[src/rtl/retire_trace_buffer_if.sv]
// Retirement capture bus and AXI-Stream style trace output of the retire trace buffer.
// The master side produces retirements and sinks records; the slave side is the buffer.
interface retire_trace_buffer_if;
  logic         retire_valid;
  logic [31:0]  retire_pc;
  logic [31:0]  retire_instr;
  logic [4:0]   retire_rd;
  logic         retire_rd_we;
  logic [31:0]  retire_data;
  logic         trace_tvalid;
  logic         trace_tready;
  logic [134:0] trace_tdata;

  modport master (
    output retire_valid, retire_pc, retire_instr, retire_rd, retire_rd_we, retire_data,
    output trace_tready,
    input  trace_tvalid, trace_tdata
  );

  modport slave (
    input  retire_valid, retire_pc, retire_instr, retire_rd, retire_rd_we, retire_data,
    input  trace_tready,
    output trace_tvalid, trace_tdata
  );
endinterface

[src/rtl/retire_trace_buffer.sv]
// Never-stalling retirement trace FIFO: stamps each retired instruction with a cycle count,
// drops and counts records that do not fit, and marks the next stored record after a drop.
module retire_trace_buffer #(
  parameter int unsigned DEPTH      = 16,
  parameter int unsigned DROP_CNT_W = 16
) (
  input  logic                    clk,
  input  logic                    rst,
  input  logic                    trace_enable,
  input  logic                    trace_flush,
  retire_trace_buffer_if.slave    bus,
  output logic [$clog2(DEPTH):0]  trace_level,
  output logic [DROP_CNT_W-1:0]   drop_count
);
  localparam int unsigned AW = $clog2(DEPTH);
  localparam int unsigned LW = AW + 1;

  typedef struct packed {
    logic        gap;
    logic [31:0] cycle;
    logic [31:0] pc;
    logic [31:0] instr;
    logic [4:0]  rd;
    logic        we;
    logic [31:0] data;
  } rec_t;

  rec_t                  mem_q [DEPTH];
  rec_t                  wr_rec;
  logic [AW-1:0]         wr_ptr_q, wr_ptr_d;
  logic [AW-1:0]         rd_ptr_q, rd_ptr_d;
  logic [LW-1:0]         level_q, level_d;
  logic [DROP_CNT_W-1:0] drop_q, drop_d;
  logic                  gap_q, gap_d;
  logic [31:0]           cycle_q;
  wire  [31:0]           cycle_d;
  logic                  tvalid, full, push_req, pop, accept, wr_en, drop;

  assign cycle_d  = cycle_q + 32'd1;
  assign tvalid   = (level_q != '0);
  assign full     = (level_q == LW'(DEPTH));
  assign push_req = bus.retire_valid & trace_enable;
  assign pop      = tvalid & bus.trace_tready;
  // A full buffer still takes the record when the head leaves in the same cycle.
  assign accept   = push_req & (~full | pop);
  assign wr_en    = accept & ~trace_flush;
  assign drop     = push_req & ~accept & ~trace_flush;

  assign wr_rec = '{gap:   gap_q,
                    cycle: cycle_q,
                    pc:    bus.retire_pc,
                    instr: bus.retire_instr,
                    rd:    bus.retire_rd,
                    we:    bus.retire_rd_we,
                    data:  bus.retire_data};

  always_comb begin
    // NOTE: every signal gets a default first so no path through the block infers a latch.
    wr_ptr_d = wr_ptr_q;
    rd_ptr_d = rd_ptr_q;
    level_d  = level_q;
    drop_d   = drop_q;
    gap_d    = gap_q;
    if (trace_flush) begin
      wr_ptr_d = '0;
      rd_ptr_d = '0;
      level_d  = '0;
      drop_d   = '0;
      gap_d    = 1'b0;
    end else begin
      if (wr_en) wr_ptr_d = wr_ptr_q + AW'(1);
      if (pop)   rd_ptr_d = rd_ptr_q + AW'(1);
      case ({wr_en, pop})
        2'b10:   level_d = level_q + LW'(1);
        2'b01:   level_d = level_q - LW'(1);
        default: level_d = level_q;
      endcase
      if (wr_en) begin
        gap_d = 1'b0;
      end else if (drop) begin
        gap_d = 1'b1;
        if (drop_q != '1) drop_d = drop_q + DROP_CNT_W'(1);
      end
    end
  end

  // NOTE: sequential state uses non-blocking assignments so every flop samples pre-edge values.
  always_ff @(posedge clk) begin
    if (rst) begin
      wr_ptr_q <= '0;
      rd_ptr_q <= '0;
      level_q  <= '0;
      drop_q   <= '0;
      gap_q    <= 1'b0;
      cycle_q  <= '0;
    end else begin
      wr_ptr_q <= wr_ptr_d;
      rd_ptr_q <= rd_ptr_d;
      level_q  <= level_d;
      drop_q   <= drop_d;
      gap_q    <= gap_d;
      cycle_q  <= cycle_d;
    end
  end

  // NOTE: storage is deliberately not reset; the pointers define validity and tdata is gated.
  always_ff @(posedge clk) begin
    if (wr_en) mem_q[wr_ptr_q] <= wr_rec;
  end

  assign bus.trace_tvalid = tvalid;
  assign bus.trace_tdata  = tvalid ? mem_q[rd_ptr_q] : '0;
  assign trace_level      = level_q;
  assign drop_count       = drop_q;
endmodule

[src/flat_wrapper.sv]
// flat-port wrapper written by rule: the top's interface ports become plain ports
module retire_trace_buffer_flat 
#(
  parameter int unsigned DEPTH      = 16,
  parameter int unsigned DROP_CNT_W = 16
)
  (clk, rst, trace_enable, trace_flush, trace_level, drop_count, bus_retire_valid, bus_retire_pc, bus_retire_instr, bus_retire_rd, bus_retire_rd_we, bus_retire_data, bus_trace_tready, bus_trace_tvalid, bus_trace_tdata);
  retire_trace_buffer_if bus_i ();
  input  logic clk;
  input  logic rst;
  input  logic trace_enable;
  input  logic trace_flush;
  output logic [$clog2(DEPTH):0] trace_level;
  output logic [DROP_CNT_W-1:0] drop_count;
  input wire logic [$bits(bus_i.retire_valid)-1:0] bus_retire_valid;
  input wire logic [$bits(bus_i.retire_pc)-1:0] bus_retire_pc;
  input wire logic [$bits(bus_i.retire_instr)-1:0] bus_retire_instr;
  input wire logic [$bits(bus_i.retire_rd)-1:0] bus_retire_rd;
  input wire logic [$bits(bus_i.retire_rd_we)-1:0] bus_retire_rd_we;
  input wire logic [$bits(bus_i.retire_data)-1:0] bus_retire_data;
  input wire logic [$bits(bus_i.trace_tready)-1:0] bus_trace_tready;
  output wire logic [$bits(bus_i.trace_tvalid)-1:0] bus_trace_tvalid;
  output wire logic [$bits(bus_i.trace_tdata)-1:0] bus_trace_tdata;
  assign bus_i.retire_valid = bus_retire_valid;
  assign bus_i.retire_pc = bus_retire_pc;
  assign bus_i.retire_instr = bus_retire_instr;
  assign bus_i.retire_rd = bus_retire_rd;
  assign bus_i.retire_rd_we = bus_retire_rd_we;
  assign bus_i.retire_data = bus_retire_data;
  assign bus_i.trace_tready = bus_trace_tready;
  assign bus_trace_tvalid = bus_i.trace_tvalid;
  assign bus_trace_tdata = bus_i.trace_tdata;
  retire_trace_buffer #(.DEPTH(DEPTH), .DROP_CNT_W(DROP_CNT_W)) u_core (.clk(clk), .rst(rst), .trace_enable(trace_enable), .trace_flush(trace_flush), .bus(bus_i), .trace_level(trace_level), .drop_count(drop_count));
endmodule
[config.mk]
export PLATFORM = sky130hd
export DESIGN_NAME = retire_trace_buffer_flat
export DESIGN_NICKNAME = d
export VERILOG_FILES = /design/src/rtl/retire_trace_buffer_if.sv /design/src/rtl/retire_trace_buffer.sv /design/src/flat_wrapper.sv
export SDC_FILE = /design/constraint.sdc
export NUM_CORES = 2
export LEC_CHECK = 0
export ABC_AREA = 1
export CAP_MARGIN = 20
export CELL_PAD_IN_SITES_DETAIL_PLACEMENT = 1
export CELL_PAD_IN_SITES_GLOBAL_PLACEMENT = 1
export CORE_ASPECT_RATIO = 1.1
export CORE_UTILIZATION = 46
export DETAILED_ROUTE_END_ITERATION = 6
export PLACE_DENSITY = 0.86
export SLEW_MARGIN = 10
export SYNTH_ARGS = -nofsm -noshare
export SYNTH_HDL_FRONTEND = slang
export SYNTH_SLANG_ARGS = --single-unit
[constraint.sdc]
create_clock -name clk -period 8.2 [get_ports clk]
set_input_delay 0.82 -clock clk [delete_from_list [all_inputs] [get_ports clk]]
set_output_delay 0.82 -clock clk [all_outputs]
set_load 0.01 [all_outputs]
# == Yosys cells after proc, flatten, opt, wreduce, memory -nomap -nowiden ==
# Memories as Yosys holds them, arrays and structs flattened. A register that Yosys moved wholly into a read port is not among the register bits.
# Cells that the tools add are included.
# Widths: inputs -> output; s select.
# word_totals
ff_bits,62
latchBits,0
mem_bits_rw,2160
romBits,0
input_bits,108
output_inout_bits,157
word_cells,39
n_memories,1
# memory_table
memory,words,word_bits,read_ports,rd_ports_with_merged_regs,wr,line_no,text
u_core.mem_q,16,135,1,1,1,retire_trace_buffer.sv:28,rec_t mem_q [DEPTH];
# classes
addsub,6
multipliers,0
div_mod_pow,0
order_cmp,0
n_eq_ne,4
n_shift,0
n_mux,6
bitwise_logic,11
n_reduce_logical,5
# ops
op,count
$mux 135,1
$add 32x1->32 const B,1
$add 16x1->16 const B,1
$ne 16x16->1 const B,1
$pmux 5 s2,1
$add 4x1->4 const B,2
$mux 4,2
$and 1x1->1,6
$add 5x1->5 const B,1
$eq 5x5->1 const B,1
$reduce_bool 5->1,1
$sub 5x1->5 const B,1
$not 1->1,4
$reduce_and 3->1,1
$reduce_or 3->1,1
$eq 2x1->1 const B,1
$eq 2x2->1 const B,1
$mux 1,2
$reduce_bool 2->1,1
$reduce_or 2->1,1
$or 1x1->1,1

# == Longest topological paths before layout ==
# depth
word_depth,8
mapped_depth,15
ltp_nobuf,15

# == Least setup slack after synthesis ==
# Ideal clock, no wire load.
# synth_path
path_kind,input port to flip-flop
from,input port bus_retire_valid
to,"memory u_core.mem_q[11][0] in the netlist's numbering, enable pin"
setup_ns,0.631
arrival_time_ns,7.065
required_time_ns,7.569
slack_ns,0.504
path_stages,6
n_path_buf,0
cell_sequence,nand2_1 > nor2_1 > nand2_1 > inv_1 > nand3_1 > nor2_1
# synth_via
elab_chain_len,5
# synth_rtl
element,line_no,text
"start, declared",flat_wrapper.sv:15,input wire logic [$bits(bus_i.retire_valid)-1:0] bus_retire_valid;
$and 1x1->1,retire_trace_buffer.sv:42,assign push_req = bus.retire_valid & trace_enable;
$and 1x1->1,retire_trace_buffer.sv:45,assign accept = push_req & (~full | pop);
$and 1x1->1,retire_trace_buffer.sv:46,assign wr_en = accept & ~trace_flush;
$mux 1,retire_trace_buffer.sv:108,if (wr_en) mem_q[wr_ptr_q] <= wr_rec;
$mux 1 (not written as such),retire_trace_buffer.sv:108,
"end, declared",retire_trace_buffer.sv:28,
# Every way passes these cells.

==> flow_metrics.tcl <==
set metrics [dict create \
    synth_nets 7351 \
    clock-sinks 2226 \
    p_leak_nw 32.9 \
    async_flop_share_pct 0 \
    h-tree-depth 4 \
    worst-path-stages 9 \
    crit_fanout 231 \
    path_buf_inv 3 \
    grt_max_degree 287 \
    ir_worst_vdd_v 0.000235 \
    crit_slowest_cell "dfxtp_4" \
    dp.cells 9661 \
    die_y_um 462 \
    synth_top_cell_by_area "edfxtp_1" \
    tns_ns 0 \
    tritoncts "built" \
    slew_headroom_pct -4.63 \
    finalMaxSlewViolations 30 \
    synth_area_per_cell_um2 12.3 \
    arrival_ns 5.37 \
    die_w_um 420 \
    path_cells "buf_4 > buf_12 > nor2_1 > nor2_1 > o21ai_0 > nand3_1 > nand3_1 > a21oi_1 > clkdlybuf4s50_1" \
    yosys_warnings 0 \
    worst_pin_slew_ns 1.57 \
    ios 265 \
    rrSetupSlack_ns 4.46 \
    post-route-util_pct 52.6 \
    fin_cells 10100 \
    hold_path_class "register to register" \
    synth_top_cell_area_share_pct 73.2 \
    fin_crit_sh_pct 75.5 \
    synth_edf_count 2160 \
    port_buffers 264 \
    cap_viol_max_count 0 \
    drive_above_1_share_pct 5.35 \
    holdBufCountCts 0 \
    hold_viol 0 \
    start_util_pct 46.4 \
    clk_pin_slew_worst_paths_ns 0.06 \
    area_growth_pct 13.3 \
    hold_start "u_core.rd_ptr_q[2]" \
    hpwlAfterDp_mm 141 \
    design.die.area_um2 194000 \
    synthFlopType "edfxtp_1" \
    critPathLaunchType "register" \
    r2r-end "u_core.mem_q[2][98]" \
    fin_nets 7450 \
    drc_errors 0 \
    insertion_delay_ns 0.86 \
    status "finished with violations" \
    synth_area_leaders "edfxtp_1 73%, nor2_1 8.0%, o21ai_0 5.1%, nand3_1 3.5%, nand2_1 2.1%" \
    core_region_area_um2 191000 \
    clockBufferDepth 3 \
    synth.distinct_cells 28 \
    place_congestion 0.815 \
    grt_pass1_vias 65200 \
    antenna_found_initial 23 \
    drt_first_pass_iters 6 \
    clockRootBuffer "clkbuf_16" \
    path_class "register to output port" \
    fmax_ghz 0.161 \
    fin_crit_ns 6.19 \
    syn_inst 7233 \
    antenna_left 0 \
    cts_buffers 217 \
    overflow 0 \
    rows 168 \
    synth_common_cells "2160 x edfxtp_1, 1883 x nor2_1, 896 x o21ai_0" \
    synth.cell_area_um2 88600 \
    post_cts_buffers 0 \
    synth.most_common_cell "edfxtp_1" \
    viasPerCell 6.10 \
    wl_per_cell_um 27.7 \
    synth_seq_cells 2226 \
    cpPeakStageDelay_ns 0.81 \
    reg2regPathDepth 8 \
    cp-end-kind "output port" \
    fin_skew_ns 0.0334 \
    track_usage_pct 28.1 \
    rsz0062_at_grt "false" \
    drt-initial-drc-count 7029 \
    grt_pass1_wl_mm 409 \
    routed_wl_mm 279 \
    cpLargestDelayFamily "buffers and inverters" \
    r2r-start "u_core.trace_level[0]" \
    vias 61500 \
    cts_resized 0 \
    min_delay_path_depth 2 \
    violations "max-slew violations" \
    setup-violations-final 0 \
    power_density_nw_per_um2 233 \
    worstPathRequired_ns 7.38 \
    synth.yosys.seq_area_share_pct 74.7 \
]
kinds of logic (layout without fill, tap and decap cells):
group                    after synthesis  in the layout  synth area share, %
flip-flops                          2226           2226                 74.7
AO/OA/AOI/OAI                       1418           1418                 8.63
adder cells (fa/ha/maj)               10             10                0.141
AND/OR/NAND/NOR                     3029           3029                 13.8
buffers and inverters                536            818                 2.61
XOR/XNOR                              14             14                0.138
other                                  0             12                    0
worst max-delay path by stage:
stage | startpoint | endpoint | slack (ns)
5_1_grt | register | bus_trace_tdata[33] | 1.90
3_3_place_gp | register | bus_trace_tdata[32] | 2.98
6_report | register | bus_trace_tdata[22] | 2.01
4_1_cts | register | bus_trace_tdata[59] | 1.85
3_5_place_dp | register | bus_trace_tdata[59] | 2.79
2_1_floorplan | bus_retire_valid | u_core.mem_q[11][0] | 0.50
layout make-up:
type	count	area [µm²]
fill	19400	90500
sequential	2226	66200
multi-input combinational	4471	20200
clock buffer	270	5740
timing repair buffer	347	3590
tap	2550	3190
clock inverter	132	1120
inverter	69	303
antenna	12	30.0
where the power goes:
part / switching [mW] / total (mW) / internal [mW]
Combinational: 0.760 / 1.10 / 0.336
Sequential: 0.0262 / 12.5 / 12.5
Clock: 4.35 / 9.77 / 5.43
through the flow:
stage               power (mW)  setup WS (ns)  hold WS, ns  cell area [µm²]
finish                    23.4           2.01        0.493           100000
global route              23.9           1.90        0.535           100000
CTS                       23.4           1.85        0.494           100000
detailed placement        13.8           2.79        0.485            93500
global placement          13.7           2.98        0.460            93500
floorplan                 13.2          0.504        0.446            88600
per-layer routing:
layer	share of wire, %	vias to the layer above	wire, µm	global-route usage, %
li1	-	26200	-	-
met4	3.6	4	10100	12.1
met2	51	3002	143000	48.7
met1	38	31700	106000	35.0
met5	0.0097	-	27	0
met3	7.1	616	19800	3.85
cell usage in the layout (no fill, tap or decap), types with 58 or more instances in the layout:
| master | instances |
|---|---|
| clkdlybuf4s50_1 | 264 |
| inv_1 | 62 |
| a21oi_1 | 181 |
| dfxtp_1 | 62 |
| nand3_1 | 627 |
| nor2_1 | 1867 |
| edfxtp_1 | 2160 |
| nand2_1 | 487 |
| buf_4 | 58 |
| clkbuf_16 | 219 |
| o21ai_0 | 896 |
| clkinv_1 | 66 |
| o21ai_1 | 122 |
| o211ai_1 | 216 |
registers in the layout, summed over array words and instances, names as in the netlist, named ones only:
name / flops
u_core.rd_ptr_q: 4
u_core.gap_q: 1
u_core.drop_count: 16
u_core.mem_q: 2160
u_core.trace_level: 5
u_core.wr_ptr_q: 4
u_core.cycle_q: 32
worst register-to-register path: stages (launching register included):
cell	delay [ns]
dfxtp_1	0.44
nor2_1	0.11
nand3_1	0.16
nand2_1	0.22
inv_1	0.26
nand2_1	0.30
nor2_4	0.61
buf_12	0.67
buf_4	0.59
Note: power is estimated with default switching activity, not from simulation.
